File: config.mk
export PLATFORM = sky130hd
export DESIGN_NAME = pipe_hazard_ctrl
export DESIGN_NICKNAME = d
export VERILOG_FILES = /design/src/rtl/pipe_defs.sv /design/src/rtl/operand_hazard_match.sv /design/src/rtl/pipe_hazard_ctrl.sv
export SDC_FILE = /design/constraint.sdc
export NUM_CORES = 1
export LEC_CHECK = 0
export CAP_MARGIN = 10
export CORE_MARGIN = 2
export CORE_UTILIZATION = 40
export DETAILED_ROUTE_END_ITERATION = 12
export HOLD_SLACK_MARGIN = 0.05
export PLACE_DENSITY = 0.78
export SLEW_MARGIN = 25
export SYNTH_ARGS = -nofsm -noshare
export SYNTH_HDL_FRONTEND = slang
export SYNTH_SLANG_ARGS = --single-unit
export TNS_END_PERCENT = 30
File: constraint.sdc
create_clock -name clk -period 2.68 [get_ports clk]
set_input_delay 0.268 -clock clk [delete_from_list [all_inputs] [get_ports clk]]
set_output_delay 0.268 -clock clk [all_outputs]
set_load 0.05 [all_outputs]
File: src/rtl/pipe_defs.sv
// Shared definitions for the hazard controller: forward-select encoding
// and the bit layout of one pipeline tracking slot {valid, regwrite, wa, isload}.
package pipe_defs;

  localparam int SEL_RF      = 0;
  localparam int SLOT_ISLOAD = 0;
  localparam int SLOT_WA_LSB = 1;

  // Slot width and upper field positions depend on the register-address width.
  function automatic int slot_width(input int regw);
    return regw + 3;
  endfunction

  function automatic int slot_regwrite_bit(input int regw);
    return regw + 1;
  endfunction

  function automatic int slot_valid_bit(input int regw);
    return regw + 2;
  endfunction

endpackage

File: src/rtl/operand_hazard_match.sv
// Match/priority logic for one source operand against all tracked stages:
// the youngest matching producer wins, and a too-young load becomes a hazard.
module operand_hazard_match
  import pipe_defs::*;
#(
  parameter int NSTAGE   = 3,
  parameter int REGW     = 5,
  parameter int LOAD_RDY = 2,
  localparam int SLOTW   = slot_width(REGW),
  localparam int SELW    = $clog2(NSTAGE + 1)
) (
  input  logic                          use_op,
  input  logic [REGW-1:0]               op_reg,
  input  logic [NSTAGE-1:0][SLOTW-1:0]  slots,
  output logic                          hazard,
  output logic [SELW-1:0]               sel
);

  localparam int VALID_BIT    = slot_valid_bit(REGW);
  localparam int REGWRITE_BIT = slot_regwrite_bit(REGW);

  logic [NSTAGE-1:0] match;

  // Register 0 is hardwired, so it never matches a producer.
  always_comb begin
    match = '0;
    for (int k = 0; k < NSTAGE; k++) begin
      match[k] = use_op && (op_reg != '0) && slots[k][VALID_BIT] &&
                 slots[k][REGWRITE_BIT] &&
                 (slots[k][SLOT_WA_LSB +: REGW] == op_reg);
    end
  end

  // Scan oldest to youngest so the lowest-indexed match is the last one written.
  always_comb begin
    hazard = 1'b0;
    sel    = SELW'(SEL_RF);
    for (int k = NSTAGE - 1; k >= 0; k--) begin
      if (match[k]) begin
        if (slots[k][SLOT_ISLOAD] && (k + 1 < LOAD_RDY)) begin
          hazard = 1'b1;
          sel    = SELW'(SEL_RF);
        end else begin
          hazard = 1'b0;
          sel    = SELW'(k + 1);
        end
      end
    end
  end

endmodule

File: src/rtl/pipe_hazard_ctrl.sv
// Pipeline hazard controller: tracks destination writes in the stages after ID,
// selects forwarding sources, raises load-use stalls and redirect flushes.
module pipe_hazard_ctrl
  import pipe_defs::*;
#(
  parameter int NSTAGE   = 3,
  parameter int REGW     = 5,
  parameter int LOAD_RDY = 2,
  parameter int CNTW     = 16
) (
  input  logic                          clk,
  input  logic                          reset,
  input  logic                          id_valid,
  input  logic [REGW-1:0]               id_rs,
  input  logic [REGW-1:0]               id_rt,
  input  logic                          id_use_rs,
  input  logic                          id_use_rt,
  input  logic                          id_regwrite,
  input  logic [REGW-1:0]               id_wa,
  input  logic                          id_isload,
  input  logic                          redirect,
  output logic                          stall,
  output logic                          flush,
  output logic [$clog2(NSTAGE+1)-1:0]   fwd_rs_sel,
  output logic [$clog2(NSTAGE+1)-1:0]   fwd_rt_sel,
  output logic [NSTAGE-1:0]             stage_valid,
  output logic [CNTW-1:0]               stall_cnt,
  output logic [CNTW-1:0]               flush_cnt
);

  localparam int SLOTW        = slot_width(REGW);
  localparam int VALID_BIT    = slot_valid_bit(REGW);
  localparam int REGWRITE_BIT = slot_regwrite_bit(REGW);

  if (NSTAGE < 2 || LOAD_RDY < 1 || LOAD_RDY > NSTAGE) begin : g_bad_params
    $error("pipe_hazard_ctrl: need NSTAGE >= 2 and 1 <= LOAD_RDY <= NSTAGE");
  end

  logic [NSTAGE-1:0][SLOTW-1:0] slot_q;
  logic [SLOTW-1:0]             id_slot;
  logic                         rs_hazard;
  logic                         rt_hazard;

  always_comb begin
    id_slot                          = '0;
    id_slot[VALID_BIT]               = id_valid;
    id_slot[REGWRITE_BIT]            = id_regwrite;
    id_slot[SLOT_WA_LSB +: REGW]     = id_wa;
    id_slot[SLOT_ISLOAD]             = id_isload;
  end

  operand_hazard_match #(
    .NSTAGE   (NSTAGE),
    .REGW     (REGW),
    .LOAD_RDY (LOAD_RDY)
  ) u_rs_match (
    .use_op (id_use_rs),
    .op_reg (id_rs),
    .slots  (slot_q),
    .hazard (rs_hazard),
    .sel    (fwd_rs_sel)
  );

  operand_hazard_match #(
    .NSTAGE   (NSTAGE),
    .REGW     (REGW),
    .LOAD_RDY (LOAD_RDY)
  ) u_rt_match (
    .use_op (id_use_rt),
    .op_reg (id_rt),
    .slots  (slot_q),
    .hazard (rt_hazard),
    .sel    (fwd_rt_sel)
  );

  // A redirect kills the ID instruction anyway, so it overrides any stall.
  assign flush = redirect;
  assign stall = ~reset & id_valid & (rs_hazard | rt_hazard) & ~redirect;

  always_ff @(posedge clk or posedge reset) begin
    if (reset) begin
      slot_q <= '0;
    end else begin
      slot_q[0] <= (stall || flush) ? '0 : id_slot;
      for (int k = 1; k < NSTAGE; k++) begin
        slot_q[k] <= slot_q[k-1];
      end
    end
  end

  always_comb begin
    stage_valid = '0;
    for (int k = 0; k < NSTAGE; k++) begin
      stage_valid[k] = slot_q[k][VALID_BIT];
    end
  end

  // Both counters stick at all-ones instead of wrapping.
  always_ff @(posedge clk or posedge reset) begin
    if (reset) begin
      stall_cnt <= '0;
      flush_cnt <= '0;
    end else begin
      if (stall && (stall_cnt != '1)) stall_cnt <= stall_cnt + 1'b1;
      if (flush && (flush_cnt != '1)) flush_cnt <= flush_cnt + 1'b1;
    end
  end

endmodule

# After elaboration in Yosys (flattened, before gate mapping)
# Index checks and enable logic that the tools add are counted.
[totals] regBits=56 out_inout_bits=41 wordCells=57
[op_classes] addsub=2 n_eq_ne=8 n_mux=11 n_bitwise=6 reduce_logical=25
[op_table] op="$add 16x1->16 const B" n=2
[op_table] op="$ne 16x16->1 const B" n=2
[op_table] op="$eq 5x5->1" n=6
[op_table] op="$logic_and 1x1->1" n=22
[op_table] op="$mux 2" n=6
[op_table] op="$reduce_bool 5->1" n=2
[op_table] op="$mux 8" n=1
[op_table] op="$mux 1" n=4
[op_table] op="$and 1x1->1" n=3
[op_table] op="$not 1->1" n=2
[op_table] op="$logic_or 1x1->1" n=1
[op_table] op="$or 1x1->1" n=1

# Logic depth before layout (Yosys ltp)
# Gate-level depths: netlist of the first run.
[logic_depth] word_depth=11 mapped_depth=7

# Cells and area by module
# A second synthesis of the first run with hierarchy kept.
[unflattened] cells_unflattened=262 hier_area_um2=2859.0
[by_module_without_submodules] module="pipe_hazard_ctrl" n_inst=1 cells_each=200 area_per_inst_um2=2346.0 seq_area_each_um2=1401.3
[by_module_without_submodules] module="operand_hazard_match" n_inst=2 cells_each=31 area_per_inst_um2=256.5 seq_area_each_um2=0.0

# Worst setup path before layout of the first run
# No wires, ideal clock.
[synth_timing] kind="in2out" from="in reset" to="out stall" arrival_ns=2.455 required_time_ns=2.412 slack_ns=-0.043 stages=6 path_cell_list="inv_1 > nand3_1 > nor2_1 > o21ai_4 > buf_6 > inv_1"
[synth_via] elab_chain_len=4
[synth_lines] item="start, declared" line_no="pipe_hazard_ctrl.sv:12" source="input logic reset,"
[synth_lines] item="$not 1->1" line_no="pipe_hazard_ctrl.sv:78" source="assign stall = ~reset & id_valid & (rs_hazard | rt_hazard) & ~redirect;"
[synth_lines] item="$and 1x1->1 (3 in a row)" line_no="pipe_hazard_ctrl.sv:78"
[synth_lines] item="end, declared" line_no="pipe_hazard_ctrl.sv:22" source="output logic stall,"
# Every way passes these cells.

# Final worst setup path of the first run
[layout_timing] from="in id_rs[2]" to="out fwd_rs_sel[0]"
[layout_via] elab_chain_len=8
[layout_lines] item="start, declared" line_no="pipe_hazard_ctrl.sv:14" source="input logic [REGW-1:0] id_rs,"
[layout_lines] item="$reduce_bool 5->1" line_no="operand_hazard_match.sv:28" source="match[k] = use_op && (op_reg != '0) && slots[k][VALID_BIT] &&"
[layout_lines] item="$logic_and 1x1->1 (3 in a row)" line_no="operand_hazard_match.sv:28"
[layout_lines] item="$logic_and 1x1->1" line_no="operand_hazard_match.sv:29" source="slots[k][REGWRITE_BIT] &&"
[layout_lines] item="$mux 2 (2 in a row)" line_no="operand_hazard_match.sv:39" source="if (match[k]) begin"
[layout_lines] item="$mux 2 (*)" line_no="operand_hazard_match.sv:39"
[layout_lines] item="end, declared" line_no="pipe_hazard_ctrl.sv:24" source="output logic [$clog2(NSTAGE+1)-1:0] fwd_rs_sel,"
# Mark *: on every way between the ends. The rest lies on a longest branch, timed or not.

==> results of run 1 <==
==> per-layer routing <==
layer  track usage  part of all wire  up-vias
met5             0                 0        -
met4       0.03319            0.0028        0
met3       0.04524             0.062        2
met2        0.2756              0.47       50
met1        0.2281              0.46      948
li1              -                 -      934
==> worst min path at each step <==
stage	end	slack, ns
floorplan	flush_cnt[0]	0.34
global placement	slot_q[22]	0.36
detailed placement	slot_q[22]	0.36
CTS	slot_q[22]	0.38
global route	slot_q[22]	0.40
finish	slot_q[22]	0.39
==> critical path, stage by stage <==
cell             delay [ns]
clkdlybuf4s50_1        0.57
or4_1                  0.16
o21ai_2                0.08
or4_1                  0.55
nand2b_1               0.17
mux2i_1                0.27
buf_12                 0.18
==> final cells by class <==
class / instances / area share
Inverter: 5 / 0.006410
Multi-Input combinational cell: 169 / 0.3536
Tap cell: 77 / 0.02742
Timing Repair Buffer: 68 / 0.2009
Clock inverter: 2 / 0.003561
Sequential cell: 54 / 0.3846
Clock buffer: 6 / 0.02350
==> stage by stage <==
step                power [W]  std cells
CTS                  0.001986        381
global placement     0.001498        373
detailed placement   0.001509        373
floorplan            0.001312        234
finish               0.001966        381
global route         0.002062        381
==> synth_stat cells (3+ instances only) <==
| library cell | number |
|---|---|
| buf_4 | 4 |
| nand2_1 | 16 |
| inv_1 | 5 |
| nand3_1 | 12 |
| nor2_1 | 15 |
| nor3_1 | 4 |
| dfrtp_1 | 54 |
| and2_1 | 8 |
| nand4_1 | 14 |
| xnor2_1 | 39 |
| xor2_1 | 20 |
| nor3_2 | 5 |
| or4_1 | 6 |
| a21oi_1 | 3 |
==> power breakdown <==
part	switching, W	total (W)	internal [W]
combinational	0.000322	0.000528	0.000206
clock	0.000265	0.000474	0.000208
sequential	0.0000803	0.000964	0.000884
==> sequential cells by signal (all words and copies together), names as in the netlist <==
| name | cells |
|---|---|
| flush_cnt | 16 |
| slot_q | 19 |
| stage_valid | 3 |
| stall_cnt | 16 |
==> cells by family (layout without fill, tap and decap cells) <==
group,Yosys count,in the layout,share of synthesized area
AO/OA/AOI/OAI,9,9,0.02778
XOR/XNOR,59,59,0.1944
adder cells (fa/ha/maj),2,2,0.009415
buffers and inverters,11,81,0.02401
flip-flops,54,54,0.5085
multiplexers,4,4,0.01742
AND/OR/NAND/NOR,95,95,0.2185
==> run metrics, run 1 <==
CTS clock-pin slew for the worst setup and hold paths=~0.10 ns; total of max-cap violations=0; RSZ-0062 raised after global routing=false; Placeable Area=about 6400 µm²; Setup CP Type=in2out; # resized after CTS=0; WP data arrival=approximately 2.3 ns; Post-CTS Hold Buffers=0; relative max-transition margin=0.5541; die height=between 80 and 90 µm; Max Slew Vio Count=0; first-pass GRT wire length=~9800 µm; # rows=29; reg2reg start=slot_q[3]; WHS Path Cells=0; Nets=328; Post-CTS Setup Inserts=0; Core Util, Final=0.5502; cells after synthesis=between 200 and 250; Worst Setup SP=id_rs[2]; CTS Buf Count=5; Leak=~1.4 nW; routed vias=a little under 2,000; setup_tns=0 ns; Mean Syn Cell Area=approximately 11 µm²; Starting DRT DRC Count=86; Die Span X=~86 µm; DP Wirelength=4356 µm; Synthesis Warnings=0; Initial Util=0.4161; CP Capture Point=fwd_rs_sel[0]; Clk Latency, worst-skew pair=0.30 ns; gp weighted congestion=0.8045; Tcrit/Tclk final=0.9411; share of the yosys chip area belonging to registers=0.5085; most frequent cells in the layout=clkdlybuf4s50_1, dfrtp_1, xnor2_1, xor2_1, nand2_1; Ports=64; final hold violation count=0; DRC errors left=0; remaining global-route overflow=0; Critical Path Source Type=primary input; Clock H-tree levels=2; worst-margin pin slew=0.6689 ns; critical path peak fanout=4; pre-CTS setup slack=about 0.17 ns; post-route design area=around 3500 µm²; worst hold margin=between 0.3 and 0.4 ns; layout cells sized above 1=0.1151; largest net degree at the start of global routing=55; synthesized cell area=~2700 µm²; area grow syn2layout=32.20%; Hold Startpoint=slot_q[14]; Worst Path Required=2.41 ns; die area=7312 µm²; vias in the first global route=2,039; syn_nets=259; Placed Area=approximately 3400 µm²; Wirelength per Cell=between 10 and 15 µm; Yosys top cell area share=0.5085; worst vdd ir=around 590 µV; wirelength, routed=between 5000 and 6000 µm; initial antenna violation count=0; synth top area cells=dfrtp_1, xnor2_1, xor2_1, nand4_1, nand3_1; PD cells=approximately 560 nW/µm²; Final WS setup=between 0.15 and 0.2 ns; Antenna Cells=0; Setup crit end kind=output pin; Post-synth EDFFs=0; count of final setup violators=0; most common cell after layout, fill and taps aside=clkdlybuf4s50_1; FF+latch area=1351 µm²; Layout Skew=0.008272 ns; Final Critical Period=around 2.5 ns; Filler Cell Count=roughly 550; fmax=396.5 MHz; first drt pass iteration count=4; top cell type by total area after synthesis=dfrtp_1; PortBufs=63; Hold Path Class=reg2reg; Post-DRT Antenna Nets=0; asr flop ratio synth=1.000; Critical R2R Capture=stall_cnt[1]; status=finished clean; synth unique cells=36; worst-case reg-to-reg path depth=6; maximum clock path buffer count=2; CTS tree=yes; Yosys reg bits=54; clock sink count=between 50 and 60; Multi-input gate area=1242 µm²; GRT Util Overall=0.1685; r2r setup slk=~0.61 ns; Root Driver=clkbuf_8; vias per cell=5.076; ys flop type=dfrtp_1
Note: power is estimated with default switching activity, not from simulation.
==> inputs of run 2 (changes only) <==
--- a/config.mk
+++ b/config.mk
@@ -11,5 +11,5 @@
 export DETAILED_ROUTE_END_ITERATION = 12
 export HOLD_SLACK_MARGIN = 0.05
-export PLACE_DENSITY = 0.78
+export PLACE_DENSITY_LB_ADDON = 0.25
 export SLEW_MARGIN = 25
 export SYNTH_ARGS = -nofsm -noshare
==> constraint.sdc (replaced) <==
create_clock -name clk -period 2.68 [get_ports clk]
set_input_delay 0.268 -clock clk [delete_from_list [all_inputs] [get_ports clk]]
set_output_delay 0.268 -clock clk [all_outputs]
set_load 0.1 [all_outputs]
==> run 2 against run 1 <==
Against the previous run: sequential cell count is the same; design area shrank 2.4%; clock power increased by 2%; global-route usage is 0.82 points lower; die area stayed put; register-to-register slack about the same; critical path type unchanged.
==> run metrics, run 2 (same netlist as run 1, synthesis figures left out) <==
FF+latch area=1351 µm²; Antenna Cells=0; most common cell after layout, fill and taps aside=dfrtp_1; PD cells=approximately 630 nW/µm²; vias in the first global route=approximately 1,900; Core Util, Final=0.5372; most flop-heavy register=slot_q; WP data arrival=approximately 2.2 ns; most frequent cells in the layout=dfrtp_1, buf_4, xnor2_1, clkdlybuf4s50_1, xor2_1; Tcrit/Tclk final=0.9366; Starting DRT DRC Count=about 80; Post-CTS Setup Inserts=0; largest net degree at the start of global routing=55; CTS clock-pin slew for the worst setup and hold paths=approximately 0.090 ns; initial antenna violation count=0; Ports=64; die area=around 7300 µm²; DP Wirelength=about 4200 µm; final hold violation count=0; Largest register FFs=19; GRT Util Overall=0.1603; Placed Area=around 3300 µm²; Initial Util=0.4161; Leak=between 1.5 and 2 nW; routed vias=around 1,900; count of final setup violators=0; relative max-transition margin=0.5608; Clock H-tree levels=2; area grow syn2layout=29.10%; maximum clock path buffer count=2; Hold Path Class=reg2reg; Post-CTS Hold Buffers=0; critical path peak fanout=4; # resized after CTS=0; setup_tns=0 ns; gp weighted congestion=approximately 0.8; worst vdd ir=~860 µV; Setup CP Type=in2out; RSZ-0062 raised after global routing=false; post-route design area=between 3000 and 4000 µm²; first-pass GRT wire length=~9300 µm; Post-DRT Antenna Nets=0; # rows=29; Root Driver=clkbuf_8; Placeable Area=around 6400 µm²; total of max-cap violations=0; DRC errors left=0; Max Slew Vio Count=0; layout cells sized above 1=0.2343; CTS tree=yes; Layout Skew=roughly 0.015 ns; Final Critical Period=2.510 ns; Nets=between 300 and 400; Clk Latency, worst-skew pair=approximately 0.32 ns; Multi-input gate area=1246 µm²; PortBufs=63; Wirelength per Cell=14.35 µm; fmax=between 300 and 400 MHz; remaining global-route overflow=0; die height=85.51 µm; Regs by FF count=slot_q: 19 flops, flush_cnt: 16 flops, stall_cnt: 16 flops; Critical Path Source Type=primary input; Filler Cell Count=around 580; first drt pass iteration count=4; wirelength, routed=5453 µm; Setup crit end kind=output pin; vias per cell=around 5; status=finished clean; Die Span X=~86 µm; clock sink count=54; CTS Buf Count=5; Worst Path Required=about 2.4 ns; worst-margin pin slew=0.6588 ns
-- run 2: layout make-up --
class                   count  share of cell area
clock buffers               5             0.02006
multi-input cells         169              0.3632
inverters                   5            0.005470
well taps                  77             0.02808
flip-flops and latches     54              0.3939
clock inverters             3            0.008388
repair buffers             67              0.1809
-- run 2: through the flow --
stage	hold WS [ns]	power [W]	cells	setup slack, ns
4_1_cts	0.3908	0.002188	380	0.1441
3_3_place_gp	0.3599	0.001693	372	0.1593
5_1_grt	0.4097	0.002270	380	0.05934
6_report	0.3911	0.002164	380	0.1698
2_1_floorplan	0.3535	0.001519	234	-0.3265
3_5_place_dp	0.3622	0.001701	372	0.1472
-- run 2: report_power, final --
part | total, W | internal (W) | switching, W
clock | 0.000483 | 0.000194 | 0.000289
combinational | 0.000713 | 0.000184 | 0.000529
sequential | 0.000967 | 0.000883 | 0.0000838
-- run 2: worst max-delay path, stage by stage --
cell             delay (ns)
clkdlybuf4s50_1        0.58
or4_1                  0.16
o21ai_2                0.08
or4_1                  0.55
nand2b_1               0.16
mux2i_1                0.23
buf_12                 0.21
-- run 2: metal layers --
metal	track usage	part of all wire	vias to the layer above
met5	0	0	-
met4	0.05195	0.011	0
met3	0.04139	0.059	5
met2	0.2507	0.47	41
met1	0.2192	0.46	915
li1	-	-	935
-- run 2: final timing paths --
kind                            start             end  slack, ns  cells after the start
hold reg to reg            slot_q[14]      slot_q[22]       0.39                      0
hold / removal             slot_q[14]      slot_q[22]       0.39                      0
min in group asynchronous       reset    stall_cnt[4]       0.45                      3
max in group asynchronous       reset  stage_valid[1]       1.79                      3
setup reg to reg            slot_q[5]   stall_cnt[11]       0.60                      7
setup / recovery             id_rt[1]   fwd_rt_sel[0]       0.17                      7
==> inputs of run 3 (changes only) <==
- SKIP_LAST_GASP: default -> 1
==> results of run 3 <==
The final DEF is identical to that of run 2; final timing and power are the same.
